**src/rtl/ast_pkg.sv**
```systemverilog
// ast_pkg: shared types, defaults and helpers for the Avalon-ST symbol adapters.
//   ser_state_e  : serializer state (IDLE = holding register empty, SHIFT = beat in flight)
//   sym_count()  : number of symbols to emit from a beat, with empty clamped
//   sym_select() : pick symbol idx out of a beat, MSB-first or LSB-first
package ast_pkg;

   localparam int unsigned DEF_DATABITS_PER_SYMBOL = 8;
   localparam int unsigned DEF_SYMBOLS_PER_BEAT    = 4;
   localparam int unsigned DEF_WIDTH   = DEF_DATABITS_PER_SYMBOL * DEF_SYMBOLS_PER_BEAT;
   localparam int unsigned DEF_EMPTY_W = (DEF_SYMBOLS_PER_BEAT > 2) ? $clog2(DEF_SYMBOLS_PER_BEAT) : 1;

   // Upper bounds for the width-generic helper functions.
   localparam int unsigned MAX_SYMBOLS_PER_BEAT = 16;
   localparam int unsigned MAX_DATABITS         = 64;
   localparam int unsigned MAX_WIDTH            = MAX_SYMBOLS_PER_BEAT * MAX_DATABITS;

   typedef enum logic {S_IDLE, S_SHIFT} ser_state_e;

   // Symbols carried by a beat. An oversized empty still leaves one symbol.
   function automatic int unsigned sym_count(input logic eop, input int unsigned empty,
                                             input int unsigned spb);
      int unsigned e;
      if (!eop) return spb;
      e = (empty >= spb) ? spb - 1 : empty;
      return spb - e;
   endfunction

   // Symbol idx of beat; idx 0 is the MSB symbol when msb_first=1.
   function automatic logic [MAX_DATABITS-1:0] sym_select(input logic [MAX_WIDTH-1:0] beat,
                                                         input int unsigned idx,
                                                         input int unsigned spb,
                                                         input int unsigned dbps,
                                                         input logic msb_first);
      int unsigned pos;
      pos = msb_first ? (spb - 1 - idx) : idx;
      return MAX_DATABITS'(beat >> (pos * dbps));
   endfunction

endpackage

```
**src/rtl/ast_symbol_mux.sv**
```systemverilog
// ast_symbol_mux: combinational indexed symbol select with order control.
//   beat_i : SPB*DBPS-bit beat
//   idx_i  : symbol index 0..SPB-1 in emission order
//   sym_o  : selected DBPS-bit symbol
module ast_symbol_mux
   import ast_pkg::*;
#(
   parameter int unsigned DBPS      = DEF_DATABITS_PER_SYMBOL,
   parameter int unsigned SPB       = DEF_SYMBOLS_PER_BEAT,
   parameter bit          MSB_FIRST = 1'b1,
   parameter int unsigned IDX_W     = $clog2(SPB)
) (
   input  logic [SPB*DBPS-1:0] beat_i,
   input  logic [IDX_W-1:0]    idx_i,
   output logic [DBPS-1:0]     sym_o
);

   logic [MAX_DATABITS-1:0] sel;

   always_comb begin
      sel   = sym_select(MAX_WIDTH'(beat_i), 32'(idx_i), SPB, DBPS, MSB_FIRST);
      sym_o = DBPS'(sel);
   end

endmodule

```
**src/rtl/ast_beat_serializer.sv**
```systemverilog
// ast_beat_serializer: Avalon-ST beat-to-symbol width adapter.
//   clk_i, rst_i        : clock, synchronous active-high reset
//   snk_*               : multi-symbol beat sink (data, valid, ready, sop, eop, empty)
//   src_*               : single-symbol source (data, valid, ready, sop, eop), readyLatency 0
// One beat is held and shifted out one symbol per clock; a new beat is taken on the
// cycle the last symbol is consumed, so back-to-back beats have no bubble.
module ast_beat_serializer
   import ast_pkg::*;
#(
   parameter int unsigned DATABITS_PER_SYMBOL             = 8,
   parameter int unsigned SYMBOLS_PER_BEAT                = 4,
   parameter bit          FIRST_SYMBOL_IN_HIGH_ORDER_BITS = 1'b1,
   parameter int unsigned WIDTH   = SYMBOLS_PER_BEAT * DATABITS_PER_SYMBOL,
   parameter int unsigned EMPTY_W = (SYMBOLS_PER_BEAT > 2) ? $clog2(SYMBOLS_PER_BEAT) : 1
) (
   input  logic                           clk_i,
   input  logic                           rst_i,
   input  logic [WIDTH-1:0]               snk_data_i,
   input  logic                           snk_valid_i,
   output logic                           snk_ready_o,
   input  logic                           snk_sop_i,
   input  logic                           snk_eop_i,
   input  logic [EMPTY_W-1:0]             snk_empty_i,
   output logic [DATABITS_PER_SYMBOL-1:0] src_data_o,
   output logic                           src_valid_o,
   input  logic                           src_ready_i,
   output logic                           src_sop_o,
   output logic                           src_eop_o
);

   localparam int unsigned IDX_W = $clog2(SYMBOLS_PER_BEAT);
   localparam int unsigned CNT_W = $clog2(SYMBOLS_PER_BEAT + 1);

   ser_state_e        state_q, state_d;
   logic [WIDTH-1:0]  beat_q, beat_d;
   logic              sop_q, sop_d;
   logic              eop_q, eop_d;
   logic [CNT_W-1:0]  cnt_q, cnt_d;
   logic [IDX_W-1:0]  idx_q, idx_d;

   logic last, accept, out_hs;

   assign last   = (state_q == S_SHIFT) && (CNT_W'(idx_q) == cnt_q - CNT_W'(1));
   // Ready is a function of state and src_ready_i only, never of snk_valid_i.
   assign snk_ready_o = !rst_i && ((state_q == S_IDLE) || (last && src_ready_i));
   assign accept      = snk_valid_i && snk_ready_o;
   assign src_valid_o = (state_q == S_SHIFT);
   assign out_hs      = src_valid_o && src_ready_i;
   assign src_sop_o   = src_valid_o && sop_q && (idx_q == '0);
   assign src_eop_o   = src_valid_o && eop_q && last;

   always_comb begin
      state_d = state_q;
      beat_d  = beat_q;
      sop_d   = sop_q;
      eop_d   = eop_q;
      cnt_d   = cnt_q;
      idx_d   = idx_q;
      if (accept) begin
         // Covers both the idle load and the reload on the final symbol.
         state_d = S_SHIFT;
         beat_d  = snk_data_i;
         sop_d   = snk_sop_i;
         eop_d   = snk_eop_i;
         cnt_d   = CNT_W'(sym_count(snk_eop_i, 32'(snk_empty_i), SYMBOLS_PER_BEAT));
         idx_d   = '0;
      end else if (out_hs) begin
         if (last) begin
            state_d = S_IDLE;
         end else begin
            idx_d = idx_q + IDX_W'(1);
         end
      end
   end

   always_ff @(posedge clk_i) begin
      if (rst_i) begin
         state_q <= S_IDLE;
         beat_q  <= '0;
         sop_q   <= 1'b0;
         eop_q   <= 1'b0;
         cnt_q   <= '0;
         idx_q   <= '0;
      end else begin
         state_q <= state_d;
         beat_q  <= beat_d;
         sop_q   <= sop_d;
         eop_q   <= eop_d;
         cnt_q   <= cnt_d;
         idx_q   <= idx_d;
      end
   end

   ast_symbol_mux #(
      .DBPS      (DATABITS_PER_SYMBOL),
      .SPB       (SYMBOLS_PER_BEAT),
      .MSB_FIRST (FIRST_SYMBOL_IN_HIGH_ORDER_BITS),
      .IDX_W     (IDX_W)
   ) u_mux (
      .beat_i (beat_q),
      .idx_i  (idx_q),
      .sym_o  (src_data_o)
   );

endmodule
```
**config.mk**
```make
export PLATFORM = sky130hd
export DESIGN_NAME = ast_beat_serializer
export DESIGN_NICKNAME = d
export VERILOG_FILES = /design/src/rtl/ast_pkg.sv /design/src/rtl/ast_symbol_mux.sv /design/src/rtl/ast_beat_serializer.sv
export SDC_FILE = /design/constraint.sdc
export NUM_CORES = 1
export LEC_CHECK = 0
export CORE_UTILIZATION = 30
export CTS_BUF_LIST = sky130_fd_sc_hd__clkbuf_8
export DETAILED_ROUTE_END_ITERATION = 6
export HOLD_SLACK_MARGIN = 0.05
export PLACE_DENSITY_LB_ADDON = 0.2
export SLEW_MARGIN = 20
export SYNTH_ARGS = -nofsm -noshare
export SYNTH_HDL_FRONTEND = slang
export SYNTH_HIERARCHICAL = 1
export SYNTH_SLANG_ARGS = --single-unit
```
**constraint.sdc**
```tcl
create_clock -name clk_i -period 4.01 [get_ports clk_i]
set_input_delay 0.802 -clock clk_i [delete_from_list [all_inputs] [get_ports clk_i]]
set_output_delay 0.802 -clock clk_i [all_outputs]
set_load 0.01 [all_outputs]
```
== Yosys cells after proc, flatten, opt, wreduce, memory -nomap -nowiden ==
Cells that the tools add are included.

* $add $sub $neg: 4
* Equal/unequal tests: 1
* Shift operators: 1
* Multiplexer cells: 7
* Bitwise operators: 2
* Reductions and logical operators: 17

{| class="wikitable"
|+ Operators with widths
! cell !! count
|-
| 32-bit by 32-bit right shift with 8-bit output || 1
|-
| 1-bit logical AND || 9
|-
| 3-bit 2-to-1 mux || 2
|-
| 1-bit 2-to-1 mux || 5
|-
| 2-bit AND reduction || 2
|-
| 2-bit nonzero test || 2
|-
| 2-bit by 3-bit equality test with 1-bit output || 1
|-
| 2-bit by 2-bit subtractor with 3-bit output (first input constant) || 1
|-
| 3-bit by 1-bit subtractor with 3-bit output (second input constant) || 1
|-
| 3-bit by 2-bit subtractor with 3-bit output (first input constant) || 1
|-
| 2-bit by 1-bit adder with 2-bit output (second input constant) || 1
|-
| 2-bit logical NOT || 1
|-
| 1-bit inverter || 2
|-
| 2-bit OR reduction || 1
|-
| 1-bit logical NOT || 1
|-
| 1-bit logical OR || 1
|}

* Register bits: 40
* Bits of input ports: 40
* Output and inout bits: 12

== Longest topological paths before layout ==
* Depth in word-level cells: 9
* Depth in mapped cells: 7

== Cells and area by module ==
Netlist, hierarchy kept.

{| class="wikitable"
|+ Modules (own cells, without submodules)
! module !! times used !! cells an instance !! area each (um^2)
|-
| ast_beat_serializer || 1 || 204 || 1815.5
|-
| ast_symbol_mux || 1 || 10 || 196.4
|}

== Worst setup path after synthesis ==
Ideal clock, no wire load.

* Path type: register -> output
* Start point: register cnt_q[0]
* End point: output port src_eop_o
* Data arrival time: 1.433 ns
* Path slack: 1.775 ns
* Stages on the path, launching flop included: 6
* Buffers on the path: 0
* Cells stage by stage: dfxtp_1 inv_1 ha_1 xor2_2 and3_1 and3_1

* Word-level cells in the longest chain between the ends: 4

{| class="wikitable"
|+ RTL lines
! what !! RTL line !! source
|-
| start, declared || ast_beat_serializer.sv:38 || <nowiki>logic [CNT_W-1:0] cnt_q, cnt_d;</nowiki>
|-
| start signal, assigned || ast_beat_serializer.sv:89 || <nowiki>cnt_q <= cnt_d;</nowiki>
|-
| 3-bit by 1-bit subtractor with 3-bit output || ast_beat_serializer.sv:43 || <nowiki>assign last = (state_q == S_SHIFT) && (CNT_W'(idx_q) == cnt_q - CNT_W'(1));</nowiki>
|-
| 2-bit by 3-bit equality test with 1-bit output || ast_beat_serializer.sv:43 ||
|-
| 1-bit logical AND || ast_beat_serializer.sv:43 ||
|-
| 1-bit logical AND || ast_beat_serializer.sv:50 || <nowiki>assign src_eop_o = src_valid_o && eop_q && last;</nowiki>
|-
| end, declared || ast_beat_serializer.sv:28 || <nowiki>output logic src_eop_o</nowiki>
|}

Every way passes these cells.

== Worst setup path after layout ==
Same ends and word-level chain as after synthesis.

==> impl_metrics.env <==
export IMPL_cap_violations=0
export IMPL_min_path_cells=2
export IMPL_p_leak_uw=0.00109
export IMPL_asyncSetResetFlopFracSynth_pct=0
export IMPL_cts_reportedPaths_clkPinSlew_ns=0.08
export IMPL_yosysWarnings=6
export IMPL_die_area_um2=7040
export IMPL_grt_pass1_wl_um=7590
export IMPL_grt_setup_unrepaired="false"
export IMPL_rows=29
export IMPL_grt_max_degree=41
export IMPL_avgViaCountPerCell=4.71
export IMPL_status="complete, but fails checks"
export IMPL_r2r_end="beat_q[12]$_SDFFE_PP0P_"
export IMPL_synth_nets=257
export IMPL_met3_length_um=240
export IMPL_clk_path_buf_depth=2
export IMPL_slowest_delay_ns=0.53
export IMPL_die_y_um=83.9
export IMPL_path_cells="inv_1, ha_1, xor2_2, and3_1, and3_1, clkdlybuf4s50_1"
export IMPL_drive_above_1_share_pct=10.6
export IMPL_pre_cts_slack_ns=0.981
export IMPL_ant_nets=0
export IMPL_crit_slowest_cell="clkdlybuf4s50_1"
export IMPL_ys_types=37
export IMPL_syn_area_per_cell_um2=9.40
export IMPL_end_kind="output port"
export IMPL_fin_tns_setup_ns=0
export IMPL_vias=1600
export IMPL_fin_ws_ns=0.874
export IMPL_overflow=0
export IMPL_cts_tree="built"
export IMPL_hold_path_class="register to register"
export IMPL_n_fill_cell=671
export IMPL_io_buffers=51
export IMPL_min_period_ns=3.14
export IMPL_start_util_pct=31.3
export IMPL_worst_ep_required_time_ns=3.21
export IMPL_final_setup_viol_count=0
export IMPL_nets=305
export IMPL_cp_arrival_ns=2.33
export IMPL_dr_wl_met2_um=1990
export IMPL_critPathMaxFanout=7
export IMPL_crit_top_cell="and3_1"
export IMPL_tritoncts_num_buffers=5
export IMPL_min_delay_start="beat_q[10]$_SDFFE_PP0P_"
export IMPL_htree_levels=2
export IMPL_min_to="beat_q[10]$_SDFFE_PP0P_"
export IMPL_area_growth_pct=34.0
export IMPL_worst_path_stages=6
export IMPL_crit_buf_inv=2
export IMPL_ys_top_cells_by_area="dfxtp_1 40%, o32ai_1 15%, inv_1 14%, mux4_2 9.0%, buf_6 2.2%"
export IMPL_hpwl_um=2890
export IMPL_finalCritPeriodShare_pct=78.2
export IMPL_top_layer="met4"
export IMPL_clock_latency_ns=0.29
export IMPL_reg2regPathDepth=6
export IMPL_cts_hold_buf=0
export IMPL_syn_inst=214
export IMPL_die_w_um=83.9
export IMPL_multiInputGateArea_um2=827
export IMPL_critPathKind="register to output port"
export IMPL_maxSlewViolCount=0
export IMPL_fmax_mhz=319
export IMPL_routed_wl_um=4320
export IMPL_ios=52
export IMPL_post_cts_buffers=0
export IMPL_start_kind="register"
export IMPL_ir_drop_uv=134
export IMPL_drt_iter0_markers=57
export IMPL_synth_top_area_share_pct=39.8
export IMPL_r2r_setup_slack_ns=1.68
export IMPL_first_pass_iters=6
export IMPL_cts_resized_gates=0
export IMPL_synth_edff_count=0
export IMPL_synth_top_area_cell="dfxtp_1"
export IMPL_antenna_cells=0
export IMPL_ys_flop_type="dfxtp_1"
export IMPL_rr_startpoint="cnt_q[0]$_SDFFE_PP0P_"
export IMPL_core_um2=6420
export IMPL_grt_antenna_before_repair=0
export IMPL_ys_seq_area_share_pct=39.8
export IMPL_relSlewSlack_pct=49.7
export IMPL_ys_ff_latch=40
export IMPL_hold_violations=0
export IMPL_wl_per_cell_um=12.7
export IMPL_drcViolationCount=6
export IMPL_ff_latch_area_um2=801
export IMPL_critPathTopFamily="buffers and inverters"
export IMPL_grt_usage_pct=13.4
export IMPL_tightest_slew_ns=0.754
export IMPL_clock_root_buffer="clkbuf_8"
export IMPL_place_congestion=0.699
export IMPL_clock_skew_ns=0.00636
export IMPL_grt_pass1_vias=1687
export IMPL_netlist_area_um2=2010
export IMPL_wl_met1_um=2060
export IMPL_cts_sinks=40
export IMPL_violations="design-rule violations"
export IMPL_powerDensity_nw_per_um2=356
-- flip-flops by register name, indices dropped and copies added (netlist names) --
name,flops
beat_q,32
cnt_q,3
idx_q,2
eop_q,1
sop_q,1
src_valid_o,1
-- layer usage --
layer | vias to the layer above | global-route usage, %
met5 | - | 0
met4 | 0 | 3.29
met3 | 4 | 3.56
met2 | 45 | 23.0
met1 | 726 | 16.6
li1 | 825 | -
-- Yosys cell counts (2+ instances only) --
cell type and number:
and3_1 3, buf_2 3, buf_6 4, clkbuf_1 6
dfxtp_1 40, ha_1 3, inv_1 77, mux2i_1 2
mux4_2 8, nand2b_1 2, nand3b_1 2, nand4_1 2
nor2_1 2, nor2b_1 2, o32ai_1 35, xor2_2 2
-- cells by family after synthesis --
| kind of cell | Yosys count | share of synthesized area (%) |
|---|---|---|
| xor gates and xnor gates | 3 | 2.43 |
| AOI/OAI and AO/OA | 46 | 20.6 |
| adders and majority gates | 3 | 1.87 |
| DFF | 40 | 39.8 |
| muxes | 10 | 9.95 |
| buffers and inverters | 92 | 19.1 |
| and+or+nand+nor | 20 | 6.22 |
-- final cells by class --
class	instances	area share, %
multi-input cells	82	30.7
flip-flops and latches	40	29.7
repair buffers	56	20.8
inverters	77	10.7
well taps	77	3.57
clock buffers	6	3.06
clock inverters	2	1.44
-- per-stage QoR --
stage	hold slack (ns)	area, um2	util (%)	std cells	power (uW)
5_1_grt	0.491	2700	42.0	340	1010
3_5_place_dp	0.463	2570	40.1	332	621
3_3_place_gp	0.459	2570	40.1	332	621
4_1_cts	0.476	2700	42.0	340	976
6_report	0.473	2700	42.0	340	959
2_1_floorplan	0.448	2010	-	214	545
-- report_power, final --
group / internal, uW / switching (uW)
registers: 422 / 17.2
clock network: 204 / 145
logic: 96.3 / 74.2
total: 722 / 236
-- worst register-to-register path: cells and delay by family (launching register included) --
family                   cells  cell delay (ns)
XOR/XNOR                     1             0.36
AO/OA/AOI/OAI                2             0.82
flip-flops                   1             0.39
buffers and inverters        2             0.31
adder cells (fa/ha/maj)      1             0.33
-- layout by cell type (no fill, tap or decap), drive strengths merged --
cell,n
or3,1
xor2,2
a41oi,2
a41o,1
dfxtp,40
nand2,1
and3,3
a311oi,1
a21oi,1
clkdlybuf4s50,51
a31oi,1
a21o,1
and2,1
clkinv,1
buf,5
and3b,1
nor3b,1
a31o,1
xnor2,1
clkbuf,6
nand2b,2
nand4,2
nand3b,2
bufinv,1
nand3,1
ha,3
a21boi,1
o221a,1
nor2,2
a211oi,1
nor2b,2
inv,77
mux4,8
o32ai,35
mux2i,2
or3b,1
-- how the worst max path moves through the flow --
stage | start | end | slack [ns]
2_1_floorplan | cnt_q[0]$_SDFFE_PP0P_ | src_eop_o | 1.77
6_report | cnt_q[0]$_SDFFE_PP0P_ | src_eop_o | 0.87
4_1_cts | cnt_q[0]$_SDFFE_PP0P_ | src_eop_o | 0.87
3_3_place_gp | src_ready_i | snk_ready_o | 0.98
5_1_grt | cnt_q[0]$_SDFFE_PP0P_ | src_eop_o | 0.77
3_5_place_dp | src_ready_i | snk_ready_o | 0.98
No activity file was read; power rests on OpenSTA's default activity.
